--- src/rtl/hps_ext_bridge_pkg.sv ---
`default_nettype none
// ============================================================================
// hps_ext_pkg
// Shared constants, command classes and command decoder for hps_ext_bridge.
// Revision: 1.0 - initial release
// ============================================================================
package hps_ext_pkg;

  // Word counter width; the counter saturates at its all-ones value.
  localparam int unsigned     CNT_W   = 4;
  localparam logic [CNT_W-1:0] CNT_MAX = '1;

  // Tag placed in the upper byte of the header reply word.
  localparam logic [7:0] HDR_TAG = 8'hC0;

  // Offsets within a channel's command pair.
  localparam int unsigned OFF_WR = 0;
  localparam int unsigned OFF_RD = 1;
  // Offsets after the block of 2*NCH channel commands.
  localparam int unsigned OFF_CTRL = 0;
  localparam int unsigned OFF_STAT = 1;

  typedef enum logic [2:0] {
    CMD_NONE = 3'd0,
    CMD_WR   = 3'd1,
    CMD_RD   = 3'd2,
    CMD_CTRL = 3'd3,
    CMD_STAT = 3'd4
  } cmd_cls_e;

  typedef struct packed {
    cmd_cls_e   cls;
    logic [2:0] ch;
  } cmd_dec_t;

  // Map a 16-bit command code onto a class and channel index.
  function automatic cmd_dec_t decode_cmd(input logic [15:0] code,
                                          input logic [15:0] base,
                                          input int unsigned nch);
    cmd_dec_t    r;
    logic [16:0] off;
    r.cls = CMD_NONE;
    r.ch  = 3'd0;
    off   = {1'b0, code} - {1'b0, base};
    if (code >= base) begin
      if (off < 17'(2 * nch)) begin
        r.ch  = off[3:1];
        r.cls = (off[0] == 1'(OFF_RD)) ? CMD_RD : CMD_WR;
      end else if (off == 17'(2 * nch + OFF_CTRL)) begin
        r.cls = CMD_CTRL;
      end else if (off == 17'(2 * nch + OFF_STAT)) begin
        r.cls = CMD_STAT;
      end
    end
    return r;
  endfunction

endpackage
`default_nettype wire

--- src/rtl/hps_ext_bridge_if.sv ---
`default_nettype none
// ============================================================================
// hps_ext_bridge_if
// HPS EXT_BUS fields: [15:0] io_dout, [31:16] io_din, [32] dout_en,
// [33] io_strobe, [35:34] io_enable. The HPS is the master.
// Revision: 1.0 - initial release
// ============================================================================
interface hps_ext_bridge_if;
  logic [15:0] io_dout;
  logic [15:0] io_din;
  logic        dout_en;
  logic        io_strobe;
  logic [1:0]  io_enable;

  modport master (output io_din, io_strobe, io_enable,
                  input  io_dout, dout_en);
  modport slave  (input  io_din, io_strobe, io_enable,
                  output io_dout, dout_en);
endinterface
`default_nettype wire

--- src/rtl/hps_ext_bridge_rdbuf.sv ---
`default_nettype none
// ============================================================================
// hps_ext_rdbuf
// One-entry read prefetch holder with outstanding-read tracking, same-cycle
// bypass of returning data, and a sticky overrun flag with clear-on-read.
// Revision: 1.0 - initial release
// ============================================================================
module hps_ext_rdbuf (
  input  logic        clk_i,
  input  logic        rst_ni,
  input  logic        flush_i,    // transaction aborted: drop holder and pending read
  input  logic        issue_i,    // a read request is being launched
  input  logic        rvalid_i,
  input  logic [15:0] rdata_i,
  input  logic        take_i,     // HPS is consuming a data word
  input  logic        ovr_clr_i,  // status read clears the sticky flag
  output logic        hit_o,      // data available for take_i this cycle
  output logic [15:0] data_o,
  output logic        overrun_o
);

  logic        full_q, full_d;
  logic        outst_q, outst_d;
  logic        ovr_q, ovr_d;
  logic [15:0] hold_q, hold_d;
  logic        capture;

  // Returning data only counts while a read is actually outstanding.
  assign capture   = rvalid_i & outst_q;
  assign hit_o     = full_q | capture;
  assign data_o    = full_q ? hold_q : rdata_i;
  assign overrun_o = ovr_q;

  // Next-state for holder, outstanding flag and overrun.
  always_comb begin
    full_d  = full_q;
    outst_d = outst_q;
    ovr_d   = ovr_q;
    hold_d  = hold_q;
    if (capture) begin
      outst_d = 1'b0;
      // A capture coinciding with a take is forwarded, not stored.
      if (!take_i) begin
        full_d = 1'b1;
        hold_d = rdata_i;
      end
    end
    if (take_i && full_q) begin
      full_d = 1'b0;
    end
    if (ovr_clr_i) begin
      ovr_d = 1'b0;
    end
    if (take_i && !hit_o) begin
      ovr_d = 1'b1;
    end
    if (issue_i) begin
      outst_d = 1'b1;
    end
    if (flush_i) begin
      full_d  = 1'b0;
      outst_d = 1'b0;
    end
  end

  // State registers.
  always_ff @(posedge clk_i or negedge rst_ni) begin
    if (!rst_ni) begin
      full_q  <= 1'b0;
      outst_q <= 1'b0;
      ovr_q   <= 1'b0;
      hold_q  <= 16'd0;
    end else begin
      full_q  <= full_d;
      outst_q <= outst_d;
      ovr_q   <= ovr_d;
      hold_q  <= hold_d;
    end
  end

endmodule
`default_nettype wire

--- src/rtl/hps_ext_bridge.sv ---
`default_nettype none
// ============================================================================
// hps_ext_bridge
// Decodes HPS EXT_BUS command transactions into core-side register/memory
// accesses: per-channel write/read bursts, a control word and a status word.
// Revision: 1.0 - initial release
// ============================================================================
module hps_ext_bridge
  import hps_ext_pkg::*;
#(
  parameter int unsigned DW       = 16,
  parameter int unsigned AW       = 16,
  parameter int unsigned NCH      = 2,
  parameter logic [15:0] CMD_BASE = 16'h0061,
  parameter int unsigned REQ_W    = 8,
  parameter bit          AUTOINC  = 1'b1
) (
  input  logic             clk_sys,
  input  logic             reset_n,
  hps_ext_bridge_if.slave  EXT_BUS,
  input  logic [DW-1:0]    ext_din,
  input  logic             ext_rvalid,
  output logic [DW-1:0]    ext_dout,
  output logic [AW-1:0]    ext_addr,
  output logic [2:0]       ext_ch,
  output logic             ext_rd,
  output logic             ext_wr,
  output logic             ext_active,
  output logic [15:0]      ext_ctrl,
  input  logic [REQ_W-1:0] ext_req
);

  logic              enable;
  cmd_dec_t          dec;
  logic [15:0]       din_ext;
  logic [7:0]        req_ext;

  logic [CNT_W-1:0]  cnt_q, cnt_d;
  cmd_cls_e          cls_q, cls_d;
  logic [2:0]        ch_q, ch_d;
  logic [AW-1:0]     addr_q, addr_d;
  logic [DW-1:0]     dout_q, dout_d;
  logic              wr_q, wr_d;
  logic              rd_q, rd_d;
  logic              act_q, act_d;
  logic [15:0]       ctrl_q, ctrl_d;
  logic [15:0]       iodout_q, iodout_d;
  logic              douten_q, douten_d;

  logic              rb_take, rb_flush, rb_ovr_clr, rb_hit, rb_ovr;
  logic [15:0]       rb_data;

  assign enable  = |EXT_BUS.io_enable;
  assign dec     = decode_cmd(EXT_BUS.io_din, CMD_BASE, NCH);
  assign din_ext = 16'(ext_din);
  assign req_ext = 8'(ext_req);

  hps_ext_rdbuf u_rdbuf (
    .clk_i     (clk_sys),
    .rst_ni    (reset_n),
    .flush_i   (rb_flush),
    .issue_i   (rd_d),
    .rvalid_i  (ext_rvalid),
    .rdata_i   (din_ext),
    .take_i    (rb_take),
    .ovr_clr_i (rb_ovr_clr),
    .hit_o     (rb_hit),
    .data_o    (rb_data),
    .overrun_o (rb_ovr)
  );

  // Transaction sequencing: word counter, command class and all outputs.
  always_comb begin
    cnt_d      = cnt_q;
    cls_d      = cls_q;
    ch_d       = ch_q;
    addr_d     = addr_q;
    dout_d     = dout_q;
    wr_d       = 1'b0;
    rd_d       = 1'b0;
    act_d      = act_q;
    ctrl_d     = ctrl_q;
    iodout_d   = iodout_q;
    douten_d   = douten_q;
    rb_take    = 1'b0;
    rb_flush   = 1'b0;
    rb_ovr_clr = 1'b0;

    // Post-write increment lands the cycle after the ext_wr pulse.
    if (AUTOINC && wr_q) begin
      addr_d = addr_q + AW'(1);
    end

    if (!enable) begin
      cnt_d    = '0;
      cls_d    = CMD_NONE;
      act_d    = 1'b0;
      iodout_d = 16'd0;
      douten_d = 1'b0;
      rb_flush = 1'b1;
    end else if (EXT_BUS.io_strobe) begin
      if (cnt_q != CNT_MAX) begin
        cnt_d = cnt_q + CNT_W'(1);
      end
      if (cnt_q == CNT_W'(0)) begin
        // Header: latch the command; unknown codes stay silent.
        cls_d = dec.cls;
        if (dec.cls != CMD_NONE) begin
          ch_d     = dec.ch;
          douten_d = 1'b1;
          iodout_d = {HDR_TAG, req_ext};
        end
      end else if (cnt_q == CNT_W'(1)) begin
        case (cls_q)
          CMD_WR: addr_d = EXT_BUS.io_din[AW-1:0];
          CMD_RD: begin
            addr_d = EXT_BUS.io_din[AW-1:0];
            rd_d   = 1'b1;
          end
          CMD_CTRL: ctrl_d = EXT_BUS.io_din;
          CMD_STAT: begin
            iodout_d   = {rb_ovr, 15'd0};
            rb_ovr_clr = 1'b1;
          end
          default: ;
        endcase
      end else begin
        if (cls_q != CMD_NONE) begin
          act_d = 1'b1;
        end
        case (cls_q)
          CMD_WR: begin
            dout_d = EXT_BUS.io_din[DW-1:0];
            wr_d   = 1'b1;
          end
          CMD_RD: begin
            rb_take = 1'b1;
            if (rb_hit) begin
              // Hand over the prefetched word and launch the next prefetch.
              iodout_d = rb_data;
              rd_d     = 1'b1;
              if (AUTOINC) begin
                addr_d = addr_q + AW'(1);
              end
            end else begin
              iodout_d = 16'hFFFF;
            end
          end
          default: ;
        endcase
      end
    end
  end

  // State registers.
  always_ff @(posedge clk_sys or negedge reset_n) begin
    if (!reset_n) begin
      cnt_q    <= '0;
      cls_q    <= CMD_NONE;
      ch_q     <= 3'd0;
      addr_q   <= '0;
      dout_q   <= '0;
      wr_q     <= 1'b0;
      rd_q     <= 1'b0;
      act_q    <= 1'b0;
      ctrl_q   <= 16'd0;
      iodout_q <= 16'd0;
      douten_q <= 1'b0;
    end else begin
      cnt_q    <= cnt_d;
      cls_q    <= cls_d;
      ch_q     <= ch_d;
      addr_q   <= addr_d;
      dout_q   <= dout_d;
      wr_q     <= wr_d;
      rd_q     <= rd_d;
      act_q    <= act_d;
      ctrl_q   <= ctrl_d;
      iodout_q <= iodout_d;
      douten_q <= douten_d;
    end
  end

  assign ext_dout        = dout_q;
  assign ext_addr        = addr_q;
  assign ext_ch          = ch_q;
  assign ext_rd          = rd_q;
  assign ext_wr          = wr_q;
  assign ext_active      = act_q;
  assign ext_ctrl        = ctrl_q;
  assign EXT_BUS.io_dout = iodout_q;
  assign EXT_BUS.dout_en = douten_q;

endmodule
`default_nettype wire

--- src/flat_wrapper.sv ---
// flat-port wrapper written by rule: the top's interface ports become plain ports
module hps_ext_bridge_flat import hps_ext_pkg::*;
#(
  parameter int unsigned DW       = 16,
  parameter int unsigned AW       = 16,
  parameter int unsigned NCH      = 2,
  parameter logic [15:0] CMD_BASE = 16'h0061,
  parameter int unsigned REQ_W    = 8,
  parameter bit          AUTOINC  = 1'b1
)
  (clk_sys, reset_n, ext_din, ext_rvalid, ext_dout, ext_addr, ext_ch, ext_rd, ext_wr, ext_active, ext_ctrl, ext_req, EXT_BUS_io_din, EXT_BUS_io_strobe, EXT_BUS_io_enable, EXT_BUS_io_dout, EXT_BUS_dout_en);
  hps_ext_bridge_if EXT_BUS_i ();
  input  logic clk_sys;
  input  logic reset_n;
  input  logic [DW-1:0] ext_din;
  input  logic ext_rvalid;
  output logic [DW-1:0] ext_dout;
  output logic [AW-1:0] ext_addr;
  output logic [2:0] ext_ch;
  output logic ext_rd;
  output logic ext_wr;
  output logic ext_active;
  output logic [15:0] ext_ctrl;
  input  logic [REQ_W-1:0] ext_req;
  input wire logic [$bits(EXT_BUS_i.io_din)-1:0] EXT_BUS_io_din;
  input wire logic [$bits(EXT_BUS_i.io_strobe)-1:0] EXT_BUS_io_strobe;
  input wire logic [$bits(EXT_BUS_i.io_enable)-1:0] EXT_BUS_io_enable;
  output wire logic [$bits(EXT_BUS_i.io_dout)-1:0] EXT_BUS_io_dout;
  output wire logic [$bits(EXT_BUS_i.dout_en)-1:0] EXT_BUS_dout_en;
  assign EXT_BUS_i.io_din = EXT_BUS_io_din;
  assign EXT_BUS_i.io_strobe = EXT_BUS_io_strobe;
  assign EXT_BUS_i.io_enable = EXT_BUS_io_enable;
  assign EXT_BUS_io_dout = EXT_BUS_i.io_dout;
  assign EXT_BUS_dout_en = EXT_BUS_i.dout_en;
  hps_ext_bridge #(.DW(DW), .AW(AW), .NCH(NCH), .CMD_BASE(CMD_BASE), .REQ_W(REQ_W), .AUTOINC(AUTOINC)) u_core (.clk_sys(clk_sys), .reset_n(reset_n), .EXT_BUS(EXT_BUS_i), .ext_din(ext_din), .ext_rvalid(ext_rvalid), .ext_dout(ext_dout), .ext_addr(ext_addr), .ext_ch(ext_ch), .ext_rd(ext_rd), .ext_wr(ext_wr), .ext_active(ext_active), .ext_ctrl(ext_ctrl), .ext_req(ext_req));
endmodule
--- config.mk ---
export PLATFORM = sky130hd
export DESIGN_NAME = hps_ext_bridge_flat
export DESIGN_NICKNAME = d
export VERILOG_FILES = /design/src/rtl/hps_ext_bridge_pkg.sv /design/src/rtl/hps_ext_bridge_if.sv /design/src/rtl/hps_ext_bridge_rdbuf.sv /design/src/rtl/hps_ext_bridge.sv /design/src/flat_wrapper.sv
export SDC_FILE = /design/constraint.sdc
export NUM_CORES = 1
export LEC_CHECK = 0
export ABC_AREA = 1
export CORE_ASPECT_RATIO = 0.5
export CORE_MARGIN = 2
export CORE_UTILIZATION = 50
export CTS_BUF_LIST = sky130_fd_sc_hd__clkbuf_16
export DETAILED_ROUTE_END_ITERATION = 8
export PLACE_DENSITY = 0.79
export SETUP_SLACK_MARGIN = 0.1
export SLEW_MARGIN = 40
export SYNTH_ARGS = -nofsm -noshare
export SYNTH_HDL_FRONTEND = slang
export SYNTH_SLANG_ARGS = --single-unit
--- constraint.sdc ---
create_clock -name clk_sys -period 4.2 [get_ports clk_sys]
set_input_delay 1.05 -clock clk_sys [delete_from_list [all_inputs] [get_ports clk_sys]]
set_output_delay 1.05 -clock clk_sys [all_outputs]
set_load 0.005 [all_outputs]
### Yosys cells after proc, flatten, opt, wreduce, memory -nomap -nowiden

Index checks and enable logic that the tools add are counted.
W data, S select, Z words.

* bits in registers: 97
* input bits: 46
* output and inout port bits: 71
* logic and storage cells: 133

* $add $sub $neg: 3
* magnitude comparators: 2
* equal/unequal tests: 21
* multiplexer cells: 68
* bitwise operators: 5
* reduce and logical (&&, ||, !) cells: 19

Operators by type and width (number)
* $mux W16: 17
* $mux W1: 39
* $eq A17 B3 Y1 const B: 2
* $mux W3: 7
* $lt A17 B3 Y1 const B: 1
* $sub A16 B7 Y17 const B: 1
* $add A16 B1 Y16 const B: 1
* $ge A16 B7 Y1 const B: 1
* $ne A2 B2 Y1 const B: 7
* $mux W4: 3
* $ne A3 B3 Y1 const B: 4
* $ne A4 B4 Y1 const B: 3
* $reduce_and A4 Y1: 3
* $reduce_and A5 Y1: 2
* $reduce_and A2 Y1: 4
* $eq A3 B2 Y1 const B: 2
* $mux W6: 1
* $reduce_bool A3 Y1: 2
* $add A4 B1 Y4 const B: 1
* $eq A4 B1 Y1 const B: 1
* $logic_not A4 Y1: 1
* $reduce_or A2 Y1: 2
* $eq A3 B1 Y1 const B: 1
* $eq A3 B3 Y1 const B: 1
* 8 further kinds: 11

### Longest topological paths before layout

Gate-level depths: netlist (run 1).

* depth in word-level cells: 11
* depth in mapped cells: 18
* mapped depth without buffers: 17

### Hierarchy

Synthesis (run 1) repeated with hierarchy kept, for this count alone.

* cell total of the unflattened synthesis: 786
* area, all modules: 5701.7 µm²

Modules (own cells, without submodules)
* hps_ext_bridge: instances 1, cells an instance 646, area an instance 4674.5 µm², seq. area each 1951.9 µm²
* hps_ext_rdbuf: instances 1, cells an instance 140, area an instance 1027.2 µm², seq. area each 475.5 µm²

### Least setup slack after synthesis (run 1)

OpenSTA, ideal clock, no wires.

* path kind: input -> register
* start point: in EXT_BUS_io_din[0]
* end point: reg u_core.iodout_q[10] (netlist: u_core.EXT_BUS.io_dout[10])
* setup time: 0.117 ns
* arrival time: 2.697 ns
* required time: 4.083 ns
* slack: 1.386 ns
* cell stages on the path: 18
* buffers on the path: 1
* cell sequence: inv_2 > ha_1 > inv_2 > nor2_1 > nand2_2 > nand2_2 > nand2_1 > nand2_1 > nand2_1 > nor2_1 > nand2_1 > nor2_4 > nand3_2 > nand3_4 > nand2_4 > buf_6 > nand2_1 > nand2_1

* cells in the longest elaborated chain, start to end: 9
* elaborated cells between the ends (all ways): 13
* those cells by class: add/sub (1); order compare (2); eq/ne (3); mux (5); reduce/logical (2)

RTL lines
* from (decl): RTL line flat_wrapper.sv:25 `input wire logic [$bits(EXT_BUS_i.io_din)-1:0] EXT_BUS_io_din;`
* parallel branches: the longest is 5 deep, another holds $sub A16 B7 Y17
* $mux W6 (*): RTL line hps_ext_bridge_pkg.sv:45 `if (code >= base) begin`
* $reduce_bool A3 Y1 (*): RTL line hps_ext_bridge.sv:108 `if (dec.cls != CMD_NONE) begin`
* $ne A3 B3 Y1 (no line) (*)
* $reduce_and A4 Y1 (no line) (*)
* to (signal assigned): RTL line hps_ext_bridge.sv:179 `iodout_q <= iodout_d;`
* to (decl): RTL line hps_ext_bridge.sv:47 `logic [15:0] iodout_q, iodout_d;`

Mark *: on every way between the ends.
A chain may end at the register's enable or synchronous reset.

### Final worst setup path (run 1)

* start point: in EXT_BUS_io_din[0]
* end point: reg u_core.iodout_q[0] (netlist: u_core.EXT_BUS.io_dout[0])

The elaborated chain is that of the path after synthesis.

==> run metrics, run 1 <==
status completed; Worst Tran Pin Value 0.748 ns; WL met1 6.91 mm; adder-cell share of the synthesized area 1.58%; vias per cell between 5 and 6; final wirelength 14.8 mm; H-tree levels 3; CP Launch Type primary input; Top Metal Used met4; Post-CTS Setup Inserts 0; Post-synth EDFFs 0; worst IR drop on VDD ~0.26 mV; routed wl met2 6.77 mm; CP max stage delay 0.45 ns; initial core utilization 50.8%; critical path fanouts, max 17; Post-synth top flop dfrtp_1; syn_area_per_cell 7.48 µm²; Post-Syn Area between 5000 and 6000 µm²; clk root buf clkbuf_16; total track usage 25.6%; Crit-path slowest cell clkdlybuf4s50_1; reg2reg setup slack 1.74 ns; Simple-Gate Fraction of Synth Area 26.6%; mux contribution to synthesized area approximately 1.6%; vias in the first global route 5165; Inserted Clock Buffers 9; initial antenna violation count 0; CORE AREA 10900 µm²; die area around 12000 µm²; hpwl dp 11.0 mm; # hold bufs at CTS 0; CP top delay family simple AND/OR/NAND/NOR gates; Synth Area in Compound Gates 16.6%; CTS tree done; metal3 WL 1.06 mm; Syn Nets 792; synth warn 0; total chip power 3210 µW; wire length per cell 14.8 µm; fmax 303 MHz; Layout area overhead 28.9%; final setup TNS 0 ns; post-synthesis async set-or-reset flop share 100%; RSZ-0062 raised after global routing no; Critical Path, Cell by Cell clkdlybuf4s50_1, inv_2, ha_1, inv_2, nor2_1, nand2_2, nand2_2, nand2_1, nand2_1, nand2_1, nor2_1, nand2_1, nor2_4, nand3_2, nand3_4, nand2_4, nand2_1, nand2_1; Starting DRT DRC Count 468; CTS sink cnt 97; Critical Path Sink Type flip-flop; critical path class primary input to flip-flop; Synth Instances 739; die height 78.4 µm; Worst Path Buf+Inv 3; TritonRoute pass-1 iters 7; Leak 0.00338 µW; Routability Congestion roughly 0.91; Worst-path clk slew 0.07 ns; worst path arrival time around 3.5 ns; Post-DRT Antenna Nets 0; Period minus WS final 3.30 ns; Worst slew margin between 40% and 50%; GRT Residual Overflow 0; Power Dens Cells 451 nW/µm²; Vias approximately 5400; largest family of logic cells by synthesized area simple AND/OR/NAND/NOR gates; worst clock skew 0.00604 ns; post-synthesis sequential area ratio 43.9%; io pins 117; Setup-failing EPs final 0; Worst-Skew Late Latency 0.34 ns; Max Cap Viol 0; worst hold-check path type flip-flop to flip-flop; Final period util 78.5%; Max clock buf depth 2; Final Slew Violations 0; area share of xor/xnor cells in the synthesized design 2.06%; fin nets 903; Critical Path RT approximately 4.4 ns; Top cell by count, worst path nand2_1; chip width 153 µm; Netlist cell types 44; n_diodes 0; pin count of the biggest net entering global routing 85; first-pass GRT wire length 25.0 mm; #FFs+latches synth 97; DR DRC count 0; fraction of layout cells with a size suffix above 1 6.67%; CTS resizes 0; Fin. Hold Viols 0; Rows 27; PortBufs about 120
## worst paths after layout
check / cells after the start / from / end
worst max-delay path: 18 / EXT_BUS_io_din[0] / u_core.EXT_BUS.io_dout[0]$_DFFE_PN0P_
worst min register to register: 2 / u_core.ext_ch[2]$_DFFE_PN0P_ / u_core.ext_ch[2]$_DFFE_PN0P_
worst min-delay path: 2 / u_core.ext_ch[2]$_DFFE_PN0P_ / u_core.ext_ch[2]$_DFFE_PN0P_
max in group asynchronous: 2 / reset_n / u_core.ext_dout[10]$_DFFE_PN0P_
worst max register to register: 8 / u_core.u_rdbuf.full_q$_DFFE_PN0P_ / u_core.ext_addr[4]$_DFF_PN0_
min in group asynchronous: 1 / reset_n / u_core.u_rdbuf.hold_q[3]$_DFFE_PN0P_
## worst min-delay path: stages, from the launching register on
cell,delay [ns]
dfrtp_1,0.35
nand2_1,0.06
inv_1,0.04
## state kept, by name (all words and copies together), names as in the netlist
| register | flops |
|---|---|
| u_core.u_rdbuf.full_q | 1 |
| u_core.ext_addr | 16 |
| u_core.cls_q | 3 |
| u_core.u_rdbuf.hold_q | 16 |
| u_core.ext_ctrl | 16 |
| u_core.cnt_q | 4 |
| u_core.u_rdbuf.overrun_o | 1 |
| u_core.ext_rd | 1 |
| u_core.ext_wr | 1 |
| u_core.ext_dout | 16 |
| u_core.ext_ch | 3 |
| u_core.EXT_BUS.dout_en | 1 |
| u_core.u_rdbuf.outst_q | 1 |
| u_core.EXT_BUS.io_dout | 16 |
| u_core.ext_active | 1 |
## cell families (layout without fill, tap and decap cells)
family	after synthesis	after routing
DFF	97	97
AOI/OAI and AO/OA	166	166
buffers and inverters	108	224
muxes	8	8
and+or+nand+nor	340	340
xor gates and xnor gates	13	13
adders and majority gates	7	7
## cells in the mapped netlist, drive strengths merged (2+ instances only)
| master | n | area, µm² |
|---|---|---|
| clkinv | 2 | 7.51 |
| o22ai | 4 | 25.0 |
| nand4 | 12 | 75.1 |
| a31oi | 12 | 81.3 |
| o211ai | 3 | 22.5 |
| a211oi | 9 | 67.6 |
| nand3 | 49 | 273 |
| nor2 | 60 | 250 |
| clkbuf | 18 | 67.6 |
| mux2i | 2 | 20.0 |
| nand2 | 205 | 792 |
| mux2 | 6 | 67.6 |
| inv | 83 | 312 |
| o21ai | 99 | 495 |
| a22oi | 2 | 15.0 |
| ha | 7 | 87.6 |
| dfrtp | 97 | 2430 |
| xor2 | 12 | 105 |
| buf | 5 | 36.3 |
| nor3 | 11 | 60.1 |
| a21o | 2 | 15.0 |
| o21bai | 2 | 15.0 |
| a21oi | 29 | 149 |
## cell usage in the layout, fill, tap and decap left out, types with 7 or more instances in the layout
cell	n
buf_4	7
ha_1	7
a31oi_1	11
nor2_1	54
clkdlybuf4s50_1	115
nand3_1	45
nor3_1	10
nand4_1	12
nand2_1	198
dfrtp_1	96
a211oi_1	9
xor2_1	12
clkbuf_16	9
o21ai_0	98
a21oi_1	28
inv_1	78
## report_power, final
group / internal [µW] / switching [µW] / total, µW
registers: 1110 / 179 / 1290
logic: 526 / 551 / 1080
clock network: 469 / 375 / 844
## area by class of cell
| cell class | instances | area (µm²) |
|---|---|---|
| Fill cell | 958 | 3750 |
| Multi-Input combinational cell | 534 | 2680 |
| Sequential cell | 97 | 2430 |
| Timing Repair Buffer | 123 | 1220 |
| Inverter | 85 | 319 |
| Clock buffer | 9 | 225 |
| Tap cell | 145 | 181 |
| Clock inverter | 7 | 76.3 |
## layer usage
metal	vias up	global-route usage (%)
met5	-	0
met4	0	5.65
met3	12	5.47
met2	193	41.9
met1	2525	35.5
li1	2663	-
## through the flow
stage	util (%)	hold slack [ns]	area [µm²]	setup slack, ns	std cells
after global placement	62.7	0.454	6820	0.683	984
after CTS	65.5	0.477	7120	0.928	1000
final	65.5	0.480	7130	0.901	1000
after global routing	65.5	0.511	7130	0.667	1000
after detailed placement	62.7	0.459	6820	0.586	984
after floorplan	-	0.453	5530	1.39	739
No activity file was read; power rests on OpenSTA's default activity.
==> run 2, diff against run 1 <==
==> constraint.sdc (replaced) <==
create_clock -name clk_sys -period 3.1 [get_ports clk_sys]
set_input_delay 0.775 -clock clk_sys [delete_from_list [all_inputs] [get_ports clk_sys]]
set_output_delay 0.775 -clock clk_sys [all_outputs]
set_load 0.005 [all_outputs]
==> run metrics, run 2 (synthesized netlist as in run 1, its figures left out) <==
status completed; fraction of layout cells with a size suffix above 1 7.93% (+1.3 points); fmax 361 MHz; chip width 153 µm (unchanged); Inserted Clock Buffers 9 (unchanged); R2R cell count 9 (+1); Max Cap Viol 0 (unchanged); Post-DRT Antenna Nets 0 (unchanged); CTS sink cnt 97 (unchanged); CP Launch Type primary input; vias per cell 5.41 (+0.37%); CORE AREA 10900 µm² (unchanged); worst path arrival time 3.01 ns (-0.52 ns); critical path class primary input to flip-flop; RSZ-0062 raised after global routing no; Worst Tran Pin Value 0.744 ns (-0.00370 ns); Post-CTS Setup Inserts 0 (unchanged); vias in the first global route 5235 (+1.4%); Crit-path slowest cell clkdlybuf4s50_1; initial antenna violation count 0 (unchanged); Final period util 89.3%; Worst R2R Start u_core.u_rdbuf.full_q$_DFFE_PN0P_; Setup-failing EPs final 0 (unchanged); # hold bufs at CTS 0 (unchanged); Fillers 922 (-3.8%); first-pass GRT wire length 25.1 mm (+0.30%); total track usage 25.7% (+0.11 points); die area 12000 µm² (unchanged); Rows 27 (unchanged); Max clock buf depth 2 (unchanged); Layout area overhead 30.5%; hpwl dp 11.2 mm (+2.0%); Worst-Skew Late Latency 0.35 ns (about the same); CTS resizes 0 (unchanged); worst hold slack 0.393 ns (-0.0874 ns); fin nets 918 (+1.7%); Leak 0.00344 µW (+1.9%); Final Slew Violations 0 (unchanged); CTS tree done; n_diodes 0 (unchanged); CP max stage delay 0.43 ns (-0.02 ns); total chip power 4300 µW (+34%); final wirelength 14.9 mm (+0.57%); Top cell by count, worst path nand2_1; Power Dens Cells 595 nW/µm² (+32%); H-tree levels 3 (unchanged); Fin. Hold Viols 0 (unchanged); Worst slew margin 50.2% (+0.25 points); io pins 117 (unchanged); Period minus WS final approximately 2.8 ns; wire length per cell 14.7 µm (-0.91%); DR DRC count 0 (unchanged); clk root buf clkbuf_16; Vias 5494 (+1.9%); TritonRoute pass-1 iters 5 (-2); Starting DRT DRC Count 458 (-2.1%); worst hold-check path type primary input to async pin; GRT Residual Overflow 0 (unchanged); PortBufs 116 (unchanged); Routability Congestion 0.901 (-1.2%); critical path fanouts, max 16 (-1); pin count of the biggest net entering global routing 59 (-31%); reg2reg setup slack 0.79 ns (-0.95 ns); R2R Path End u_core.ext_addr[4]$_DFF_PN0_; worst IR drop on VDD 0.254 mV (-3.6%); setup ws final 0.333 ns (-0.568 ns); Critical Path RT 3.34 ns (-1.09 ns); worst clock skew 0.00544 ns (-0.000600 ns); worst slack, placed -0.0131 ns (-0.599 ns); Critical Path, Cell by Cell clkdlybuf4s50_1, inv_2, ha_1, inv_2, nor2_1, nand2_2, nand2_2, nand2_1, nand2_1, nand2_1, nor2_1, nand2_1, nor2_4, nand3_2, nand3_4, nand2_4, nand2_1, nand2_1; final setup TNS 0 ns (unchanged); commonest non-fill, non-tap cell in the layout nand2_1; Critical Path Sink Type flip-flop; initial core utilization 50.8% (unchanged); leading cell types in the layout, fill and taps excluded nand2_1 (198), clkdlybuf4s50_1 (115), o21ai_0 (98); die height 78.4 µm (unchanged); Worst-path clk slew 0.07 ns (about the same)
## run 2: worst max-delay path by stage
| stage | slack (ns) | endpoint | startpoint | depth (start not counted) |
|---|---|---|---|---|
| global placement | 0.09 | u_core.EXT_BUS.io_dout[6]$_DFFE_PN0P_ | EXT_BUS_io_din[0] | 18 |
| finish | 0.33 | u_core.EXT_BUS.io_dout[14]$_DFFE_PN0P_ | EXT_BUS_io_din[0] | 18 |
| global route | 0.13 | u_core.EXT_BUS.io_dout[1]$_DFFE_PN0P_ | EXT_BUS_io_din[1] | 18 |
| CTS | 0.36 | u_core.EXT_BUS.io_dout[14]$_DFFE_PN0P_ | EXT_BUS_io_din[0] | 18 |
| detailed placement | -0.01 | u_core.EXT_BUS.io_dout[1]$_DFFE_PN0P_ | EXT_BUS_io_din[0] | 18 |
| floorplan | 0.56 | u_core.EXT_BUS.io_dout[10]$_DFFE_PN0P_ | EXT_BUS_io_din[0] | 18 |
## run 2: power by group
part           internal [µW]  total [µW]  switching [µW]
logic                    744        1500             753
registers               1510        1750             243
clock network            545        1050             502
## run 2: through the flow
stage | utilization, % | std cells | cell area (µm²)
after floorplan | - | 739 | 5530
after global placement | 63.8 | 999 | 6940
after detailed placement | 63.8 | 999 | 6940
after CTS | 66.3 | 1015 | 7210
after global routing | 66.3 | 1015 | 7210
final | 66.3 | 1015 | 7210
## run 2: layout make-up
cell class              instances  area, µm²  area share, %
clock inverters                 7       46.3          0.642
flip-flops and latches         97       2430           33.7
clock buffers                   9        225           3.12
inverters                      85        319           4.42
well taps                     145        181           2.52
repair buffers                138       1340           18.5
multi-input cells             534       2680           37.1
## run 2: metal layers
metal	vias up	part of all wire (%)	global-route usage, %	wire length, µm
li1	2694	-	-	-
met1	2556	46	35.4	6830
met2	222	46	41.8	6830
met3	22	7.1	5.47	1060
met4	0	1.5	7.04	218
met5	-	0	0	0
## run 2: critical path: cells and delay by family
kind | cells | cell delay, ns
buf+inv | 3 | 0.54
simple gates | 14 | 1.44
fa+ha+maj | 1 | 0.24
==> run 3, diff against run 2 <==
--- a/config.mk
+++ b/config.mk
@@ -8,10 +8,10 @@
 export ABC_AREA = 1
 export CORE_ASPECT_RATIO = 0.5
 export CORE_MARGIN = 2
-export CORE_UTILIZATION = 50
+export CORE_UTILIZATION = 47
 export CTS_BUF_LIST = sky130_fd_sc_hd__clkbuf_16
 export DETAILED_ROUTE_END_ITERATION = 8
-export PLACE_DENSITY = 0.79
+export PLACE_DENSITY = 0.78
 export SETUP_SLACK_MARGIN = 0.1
 export SLEW_MARGIN = 40
 export SYNTH_ARGS = -nofsm -noshare
==> constraint.sdc (replaced) <==
create_clock -name clk_sys -period 2.25 [get_ports clk_sys]
set_input_delay 0.5625 -clock clk_sys [delete_from_list [all_inputs] [get_ports clk_sys]]
set_output_delay 0.5625 -clock clk_sys [all_outputs]
set_load 0.005 [all_outputs]
==> run metrics, run 3 (synthesized netlist as in run 1, its figures left out) <==
final setup TNS 0 ns (unchanged); Leak 0.00393 µW (+14%); Critical Path Sink Type flip-flop; leading cell types in the layout, fill and taps excluded nand2_1 (171), clkdlybuf4s50_1 (99), o21ai_0 (96), dfrtp_1 (96), buf_4 (86); GRT Residual Overflow 0 (unchanged); first-pass GRT wire length 27.3 mm (+9.0%); status completed; total track usage 27.7% (+2.0 points); vias in the first global route 5699 (+8.9%); critical path class primary input to flip-flop; CTS tree done; fraction of layout cells with a size suffix above 1 23.2% (+15 points); PortBufs 116 (unchanged); die area 12700 µm² (+6.1%); CP endpoint u_core.EXT_BUS.io_dout[14]$_DFFE_PN0P_; CORE AREA 11200 µm² (+3.1%); worst hold-check path type primary input to async pin; n_diodes 0 (unchanged); R2R cell count 8 (-1); Worst-path clk slew 0.07 ns (about the same); Fin. Hold Viols 0 (unchanged); chip width 157 µm (+3.1%); critical path fanouts, max 8 (-8); TritonRoute pass-1 iters 5 (unchanged); Power Dens Cells 777 nW/µm² (+30%); io pins 117 (unchanged); die height 80.7 µm (+3.0%); R2R Path End u_core.EXT_BUS.io_dout[14]$_DFFE_PN0P_; H-tree levels 3 (unchanged); final wirelength 18.0 mm (+21%); Worst-Skew Late Latency 0.35 ns (about the same); worst clock skew 0.00636 ns (+0.000920 ns); clk root buf clkbuf_16; DR DRC count 0 (unchanged); Worst R2R Start u_core.cnt_q[2]$_DFFE_PN0P_; finished layout cell area 8230 µm² (+14%); Worst slew margin 60.7% (+10 points); Critical Path RT 2.48 ns (-0.86 ns); Starting DRT DRC Count 590 (+29%); reg2reg setup slack 0.14 ns (-0.65 ns); fin nets 996 (+8.5%); hpwl dp 12.2 mm (+9.0%); area post-placement 7510 µm² (+8.1%); # hold bufs at CTS 0 (unchanged); RSZ-0062 raised after global routing yes; Rows 27 (unchanged); CP Launch Type primary input; crit path from EXT_BUS_io_din[6]; CTS sink cnt 97 (unchanged); Setup-failing EPs final 0 (unchanged); Max clock buf depth 2 (unchanged); Final Slew Violations 0 (unchanged); wire length per cell 16.3 µm (+11%); initial antenna violation count 0 (unchanged); Worst Tran Pin Value 0.584 ns (-0.160 ns); vias per cell 5.40 (-0.23%); Inserted Clock Buffers 9 (unchanged); Post-DRT Antenna Nets 0 (unchanged); Vias 5973 (+8.7%); Final period util around 100%; fmax 455 MHz; Period minus WS final 2.20 ns; initial core utilization 49.3% (-1.5 points); commonest non-fill, non-tap cell in the layout nand2_1; Fillers 866 (-6.1%); Max Cap Viol 0 (unchanged); worst path arrival time 2.43 ns (-0.58 ns); Routability Congestion 0.937 (+4.0%); pin count of the biggest net entering global routing 44 (-25%); worst IR drop on VDD 0.429 mV (+69%); Layout area overhead 49.0%
[run 3: changes by cell type in the layout (fill, tap and decap cells not counted), sizes merged, moves of 2 or more]
cell and delta:
buf +79, clkdlybuf4s50 -16, dlygate4sd2 +7, clkbuf +5, inv -4, clkinv +2, nand2 +2
[run 3: layout make-up]
| cell class | instances | area (µm²) | share of cell area [%] |
|---|---|---|---|
| Tap cell | 159 | 199 | 2.42 |
| Clock buffer | 9 | 225 | 2.74 |
| Timing Repair Buffer | 214 | 1960 | 23.9 |
| Inverter | 85 | 325 | 3.95 |
| Multi-Input combinational cell | 536 | 3050 | 37.1 |
| Clock inverter | 6 | 37.5 | 0.456 |
| Sequential cell | 97 | 2430 | 29.5 |
[run 3: where the power goes]
part / total [µW] / switching [µW] / internal (µW)
Combinational: 2530 / 1270 / 1250
Clock: 1420 / 681 / 738
Sequential: 2450 / 373 / 2080
Total: 6400 / 2330 / 4070
[run 3: how the worst min path moves through the flow]
stage / start / endpoint / slack [ns] / depth (start not counted)
after floorplan: reset_n / u_core.EXT_BUS.dout_en$_DFFE_PN0P_ / 0.27 / 0
after global placement: u_core.EXT_BUS.io_dout[14]$_DFFE_PN0P_ / u_core.EXT_BUS.io_dout[14]$_DFFE_PN0P_ / 0.46 / 2
after detailed placement: u_core.EXT_BUS.io_dout[14]$_DFFE_PN0P_ / u_core.EXT_BUS.io_dout[14]$_DFFE_PN0P_ / 0.46 / 2
after CTS: reset_n / u_core.u_rdbuf.hold_q[0]$_DFFE_PN0P_ / 0.17 / 1
after global routing: reset_n / u_core.u_rdbuf.hold_q[0]$_DFFE_PN0P_ / 0.20 / 1
final: reset_n / u_core.u_rdbuf.hold_q[14]$_DFFE_PN0P_ / 0.16 / 1
[run 3: repair_timing]
| action | in CTS | in global routing |
|---|---|---|
| endpoints found under the setup margin | 23 | 46 |
| setup buffers | 3 | 8 |
| pin swaps | 14 | 43 |
| cloned | 2 | 1 |
| resized for setup | 49 | 88 |
[run 3: metal layers]
layer,part of all wire (%),GRT usage [%]
met1,44,36.7
met2,49,46.4
met3,5.7,4.59
met4,1.7,9.45
met5,0,0
[run 3: stage by stage]
step           setup slack (ns)  hold WS (ns)  utilization [%]  std cells  power (µW)
6_report                 0.0542         0.163             73.4       1106        6400
5_1_grt                 -0.0207         0.197             73.4       1106        6740
4_1_cts                   0.107         0.175             70.6       1097        6130
3_5_place_dp             -0.639         0.457             66.9       1077        4620
3_3_place_gp             -0.547         0.457             66.9       1077        4560
2_1_floorplan            0.0675         0.267                -        739        3380
[run 3: critical path: stages]
cell	delay, ns
dlygate4sd2_1	0.29
nand2_1	0.12
inv_2	0.12
nand2_4	0.08
buf_6	0.12
nand3_2	0.04
nand4_1	0.15
nor2_4	0.25
nand3_4	0.13
nand3_4	0.24
nand2_8	0.13
nand2_2	0.10
nand2_1	0.07
